File: src/rtl/ddc_hb_pkg.sv
// Shared types and helpers for the half-band decimator input commutator.
package ddc_hb_pkg;

  localparam int DDC_HB_WIDTH = 16;

  typedef enum logic {COMM_EMPTY, COMM_HALF} comm_state_t;

  typedef struct packed {
    logic signed [DDC_HB_WIDTH-1:0] inph;
    logic signed [DDC_HB_WIDTH-1:0] quad;
  } iq_sample_t;

  function automatic int gap_cnt_width(input int gap_limit);
    return $clog2(gap_limit + 1);
  endfunction

endpackage

File: src/rtl/ddc_hb_gap_monitor.sv
// Pair-gap supervisor: times out a held phase-0 sample after GAP_LIMIT clocks in HALF.
// o_timeout is combinational off the count; o_gap_err is sticky until i_reset or i_sync.
module ddc_hb_gap_monitor
  import ddc_hb_pkg::*;
#(
  parameter int GAP_LIMIT = 255
) (
  input  logic i_clock,
  input  logic i_reset,
  input  logic i_half,
  input  logic i_load,
  input  logic i_sync,
  output logic o_timeout,
  output logic o_gap_err
);

  localparam int CNT_W = gap_cnt_width(GAP_LIMIT);
  localparam logic [CNT_W-1:0] LAST_CNT = CNT_W'(GAP_LIMIT - 1);

  logic [CNT_W-1:0] r_cnt;
  logic             r_gap_err;

  // The GAP_LIMIT-th clock spent in HALF is the timeout clock.
  assign o_timeout = i_half && (r_cnt == LAST_CNT);
  assign o_gap_err = r_gap_err;

  always_ff @(posedge i_clock or posedge i_reset) begin
    if (i_reset) begin
      r_cnt     <= '0;
      r_gap_err <= 1'b0;
    end else begin
      if (i_sync || i_load || !i_half || o_timeout) begin
        r_cnt <= '0;
      end else begin
        r_cnt <= r_cnt + CNT_W'(1);
      end

      if (i_sync) begin
        r_gap_err <= 1'b0;
      end else if (o_timeout) begin
        r_gap_err <= 1'b1;
      end
    end
  end

endmodule

File: src/rtl/ddc_hb_decim_commutator.sv
// Serial I/Q to (newest, previous) pair commutator for the x2 half-band; o_valid 1 clk after phase 1, no backpressure.
// Gap supervision is compiled in by DDC_HB_COMMUTATOR_GAP_MON_EN.
module ddc_hb_decim_commutator
  import ddc_hb_pkg::*;
#(
  parameter int WIDTH     = DDC_HB_WIDTH,
  parameter int GAP_LIMIT = 255
) (
  input  logic                    i_clock,
  input  logic                    i_reset,
  input  logic signed [WIDTH-1:0] i_inph_data,
  input  logic signed [WIDTH-1:0] i_quad_data,
  input  logic                    i_valid,
  input  logic                    i_sync,
  output logic signed [WIDTH-1:0] o_inph_data,
  output logic signed [WIDTH-1:0] o_quad_data,
  output logic signed [WIDTH-1:0] o_inph_delay_data,
  output logic signed [WIDTH-1:0] o_quad_delay_data,
  output logic                    o_valid,
  output logic                    o_gap_err
);

  if (WIDTH != DDC_HB_WIDTH) begin : g_width_chk
    $error("WIDTH must match ddc_hb_pkg::DDC_HB_WIDTH");
  end
  if (GAP_LIMIT < 1) begin : g_limit_chk
    $error("GAP_LIMIT must be at least 1");
  end

  comm_state_t r_state;
  iq_sample_t  r_hold;
  iq_sample_t  r_out_new;
  iq_sample_t  r_out_dly;
  logic        r_valid;

  iq_sample_t  w_sample;
  logic        w_timeout;
  logic        w_capture;

  assign w_sample = '{inph: i_inph_data, quad: i_quad_data};

  // A sample starts a new pair on sync, from EMPTY, or when it lands on a timeout.
  assign w_capture = i_valid && (i_sync || (r_state == COMM_EMPTY) || w_timeout);

`ifdef DDC_HB_COMMUTATOR_GAP_MON_EN
  ddc_hb_gap_monitor #(
    .GAP_LIMIT (GAP_LIMIT)
  ) u_gap_mon (
    .i_clock   (i_clock),
    .i_reset   (i_reset),
    .i_half    (r_state == COMM_HALF),
    .i_load    (w_capture),
    .i_sync    (i_sync),
    .o_timeout (w_timeout),
    .o_gap_err (o_gap_err)
  );
`else
  assign w_timeout = 1'b0;
  assign o_gap_err = 1'b0;
`endif

  always_ff @(posedge i_clock or posedge i_reset) begin
    if (i_reset) begin
      r_state   <= COMM_EMPTY;
      r_hold    <= '0;
      r_out_new <= '0;
      r_out_dly <= '0;
      r_valid   <= 1'b0;
    end else begin
      r_valid <= 1'b0;
      if (w_capture) begin
        r_hold  <= w_sample;
        r_state <= COMM_HALF;
      end else if (i_sync || w_timeout) begin
        r_state <= COMM_EMPTY;
      end else if (i_valid) begin
        r_out_new <= w_sample;
        r_out_dly <= r_hold;
        r_valid   <= 1'b1;
        r_state   <= COMM_EMPTY;
      end
    end
  end

  assign o_inph_data       = r_out_new.inph;
  assign o_quad_data       = r_out_new.quad;
  assign o_inph_delay_data = r_out_dly.inph;
  assign o_quad_delay_data = r_out_dly.quad;
  assign o_valid           = r_valid;

endmodule

File: config.mk
export PLATFORM = sky130hd
export DESIGN_NAME = ddc_hb_decim_commutator
export DESIGN_NICKNAME = d
export VERILOG_FILES = /design/src/rtl/ddc_hb_pkg.sv /design/src/rtl/ddc_hb_gap_monitor.sv /design/src/rtl/ddc_hb_decim_commutator.sv
export SDC_FILE = /design/constraint.sdc
export NUM_CORES = 1
export LEC_CHECK = 0
export CAP_MARGIN = 20
export CORE_MARGIN = 4
export CORE_UTILIZATION = 25
export CTS_CLUSTER_SIZE = 30
export DETAILED_ROUTE_END_ITERATION = 8
export DONT_BUFFER_PORTS = 1
export GPL_TIMING_DRIVEN = 0
export SYNTH_ARGS = -nofsm -noshare
export SYNTH_HDL_FRONTEND = slang
export SYNTH_SLANG_ARGS = --single-unit
File: constraint.sdc
create_clock -name i_clock -period 2.5 [get_ports i_clock]
set_input_delay 0.125 -clock i_clock [delete_from_list [all_inputs] [get_ports i_clock]]
set_output_delay 0.125 -clock i_clock [all_outputs]
set_load 0.02 [all_outputs]
Word-level counts from Yosys, hierarchy flattened
Cells that the tools add are included.
Word-level totals
  bits in registers: 98
  logic and storage cells: 21
  output and inout bits: 66
Operators by class
  mux-type cells: 6
  bitwise gates (word level): 3
  reductions and logical operators: 4
Operator list (count)
  2-to-1 mux 1 bit: 6
  NOT 1 bit: 3
  AND reduction 3 bit: 1
  nonzero test 3 bit: 1
  logical AND 1 bit: 1
  logical OR 1 bit: 1

Logic depth before layout (Yosys ltp)
  depth after elaboration: 5
  depth in mapped cells: 4

Worst setup path before layout
Ideal clock, no wire load.
  path type: register -> register
  start point: register r_state
  end point: register r_out_new, in the netlist o_inph_data[0]
  clock period less this slack: 1221 ps
  setup slack: 1279 ps
  cell stages (with the launch flop): 5
  data required time: 2375 ps
  path buffers: 2
  data arrival time: 1096 ps
  cells stage by stage: dfrtp_1 -> nand3b_1 -> buf_4 -> buf_6 -> mux2_4
On the way
  word-level cells in the longest chain between the ends: 5
Ends and longest elaborated chain
  from (decl): RTL line ddc_hb_decim_commutator.sv:30  | comm_state_t r_state;
  from (signal assigned): RTL line ddc_hb_decim_commutator.sv:64  | r_state <= COMM_EMPTY;
  from (signal assigned): RTL line ddc_hb_decim_commutator.sv:73  | r_state <= COMM_HALF;
  from (signal assigned): RTL line ddc_hb_decim_commutator.sv:75  | r_state <= COMM_EMPTY;
  NOT 1 bit: RTL line ddc_hb_decim_commutator.sv:43  | assign w_capture = i_valid && (i_sync || (r_state == COMM_EMPTY) || w_timeout);
  logical OR 1 bit: RTL line ddc_hb_decim_commutator.sv:43
  logical AND 1 bit: RTL line ddc_hb_decim_commutator.sv:43
  NOT 1 bit (no source line)
  AND reduction 3 bit (no source line)
  to (signal assigned): RTL line ddc_hb_decim_commutator.sv:77  | r_out_new <= w_sample;
  to (decl): RTL line ddc_hb_decim_commutator.sv:32  | iq_sample_t r_out_new;
No other way between the ends.
A chain may end at the register's enable or synchronous reset.

Worst setup path after layout
  start point: register r_state
  end point: register r_hold[29] in the netlist's numbering
On the way
  word-level cells in the longest chain between the ends: 3
Ends and longest elaborated chain
  NOT 1 bit: RTL line ddc_hb_decim_commutator.sv:43
  logical OR 1 bit: RTL line ddc_hb_decim_commutator.sv:43
  logical AND 1 bit: RTL line ddc_hb_decim_commutator.sv:43
  to (signal assigned): RTL line ddc_hb_decim_commutator.sv:72  | r_hold <= w_sample;
  to (decl): RTL line ddc_hb_decim_commutator.sv:31  | iq_sample_t r_hold;
No other way between the ends.

==> run metrics <==
Layout Area Growth over Synthesis=24.44%; NetSw=1.565 mW; Slew Limit Fails=0; post-synthesis area per instance=18.23 µm²; Worst-path clk slew=60 ps; TritonCTS clock tree=yes; r2r setup slk=1100 ps; Max IR drop VDD=0.3318 mV; FF/Latch Area=2452 µm²; Hold Path Cell Cnt=2; CTS buffer count=9; Pleak=2.201 nW; setup TNS=0 ps; share of power burned in registers=55.7%; post-cts sizing count=0; final setup fails=0; final net count=296; gr ovfl total=0; cell taking the most area after synthesis=dfrtp_1; YS warnings=0; Fillers=1477; Mapped Area=3865 µm²; Die Span Y=132.3 µm; final hold violation count=0; CTS H-Tree Depth=3; total power draw=4.969 mW; Starting Density=25.52%; Yosys reg bits=98; initial antenna violation count=0; input/output buffers=0; ANT nets after route=0; min Tclk post-route=1403 ps; Clk pwr share=28.8%; vias per inst=4.159; clock buffer depth=2; internal power=3.404 mW; core area=15150 µm²; Pwr Density=1033 nW/µm²; Primary FF master, synth=dfrtp_1; wirelength, routed=7631 µm; combinational power share=15.4%; clock skew=4.569 ps; highest clock rate=712.9 MHz; crit path capture type=flop; RSZ-0062 raised after global routing=no; DRC viols=0; post-synth top area share=63.45%; die area=17510 µm²; Setup Fix Bufs, Post-CTS=0; worst skew pair latency=340 ps; fraction of layout instances using a drive strength above 1=47.55%; Switching Share=31.50%; CTS root buf=clkbuf_16; Mapped Cells=212; type of the worst setup path=reg2reg; Vias=1884; io pins=102; period utilization=56.11%; net count of the mapped netlist=248; first-pass GRT wire length=12300 µm; violation count after the first detailed-route iteration=55; CP Launch Type=flop; Hold Slack=244.8 ps; worst hold path type=in2reg; CTS Hold Buffers Added=35; CP max FO=10; gr usage total=9.194%; async set-reset flop share out of synthesis=100.0%; most common cell in the synthesized netlist=dfrtp_1; reg2reg path depth=4; synth unique cells=12; RD Place Congestion=0.6336; n_diodes=0; largest cells by area after synthesis=dfrtp_1 (63%), mux2_4 (19%), mux2_2 (14%); CP arrival=1630 ps; vias in the first global route=2077; Max Cap Viol=0; pin count of the biggest net entering global routing=43; DR WL/cell=16.85 µm; area of the multi-input gates=1295 µm²; drt first pass iters=2; Seq/Total Area, Yosys=63.45%; CP Data Required Time=2730 ps; top cells by count, synth=dfrtp_1 (98), mux2_4 (49), mux2_2 (47), buf_6 (8); # rows=45; status=completed; CTS Sinks=98; Die X=132.3 µm; DPL Wire Length=5262 µm; number of synthesized flops with an enable pin=0
==> logic make-up (layout without fill, tap and decap cells) <==
logic type | Yosys count | in the layout | synth area share, %
multiplexers | 96 | 96 | 32.73
AND/OR/NAND/NOR | 3 | 3 | 0.4533
XOR/XNOR | 1 | 1 | 0.2267
flip-flops | 98 | 98 | 63.45
other | 1 | 1 | 0.09703
buffers and inverters | 13 | 66 | 3.043
==> power by group through the flow <==
| stage | Combinational, mW | Clock, mW | Sequential [mW] |
|---|---|---|---|
| after floorplan | 0.641 | 0 | 2.69 |
| after global placement | 0.691 | 0 | 2.80 |
| after detailed placement | 0.729 | 0 | 2.81 |
| after CTS | 0.785 | 1.49 | 2.79 |
| after global routing | 0.832 | 1.57 | 2.82 |
| final | 0.767 | 1.43 | 2.77 |
==> final timing paths <==
kind | startpoint | end
setup / recovery | r_state$_DFFE_PP0P_ | r_hold[29]$_DFFE_PP0P_
max in group asynchronous | i_reset | r_hold[11]$_DFFE_PP0P_
min in group asynchronous | i_reset | o_quad_data[4]$_DFFE_PP0P_
setup reg to reg | r_state$_DFFE_PP0P_ | r_hold[29]$_DFFE_PP0P_
hold reg to reg | r_hold[11]$_DFFE_PP0P_ | o_quad_delay_data[11]$_DFFE_PP0P_
hold / removal | i_valid | r_hold[15]$_DFFE_PP0P_
==> sequential cells by signal, summed over array words and instances, names as in the netlist <==
register / cells
o_inph_data: 16
o_inph_delay_data: 16
o_quad_data: 16
o_quad_delay_data: 16
o_valid: 1
r_hold: 32
r_state: 1
==> layout by cell type, fill, tap and decap left out <==
cell type / count
conb_1: 1
buf_2: 1
clkinv_4: 2
buf_12: 2
nand2b_1: 1
clkinvlp_4: 3
nand2_1: 1
inv_1: 1
buf_4: 2
dfrtp_1: 98
buf_6: 8
dlygate4sd3_1: 35
clkbuf_16: 9
mux2_2: 47
xnor2_1: 1
bufinv_16: 1
mux2_4: 49
clkbuf_8: 2
nand3b_1: 1
==> final cells by class <==
| type | count | share of cell area (%) |
|---|---|---|
| clock inverters | 5 | 1.301 |
| well taps | 188 | 4.891 |
| multi-input cells | 101 | 26.93 |
| clock buffers | 11 | 5.255 |
| repair buffers | 37 | 8.117 |
| flip-flops and latches | 98 | 50.99 |
| inverters | 2 | 0.2341 |
| plain buffers | 11 | 2.289 |
==> per-layer routing <==
layer,share of wire (%),vias up,global-route usage [%]
met4,2.7,0,5.370
li1,-,829,-
met3,6.9,11,3.168
met5,0,-,0
met2,47,63,14.32
met1,43,981,11.03
==> critical path, cell delays in order, from the launching register on <==
cell	delay [ps]
dfrtp_1	360
nand2b_1	90
nand2_1	260
buf_6	230
mux2_2	350
==> per-stage QoR <==
step | instance area [µm²] | utilization, % | instances | setup slack (ps)
6_report | 4810 | 31.76 | 453 | 1097
5_1_grt | 4810 | 31.76 | 453 | 982.1
4_1_cts | 4810 | 31.76 | 453 | 1049
3_5_place_dp | 4144 | 27.36 | 402 | 1065
3_3_place_gp | 4104 | 27.10 | 400 | 711.8
2_1_floorplan | 3869 | - | 212 | 1213
No activity file was read; power rests on OpenSTA's default activity.
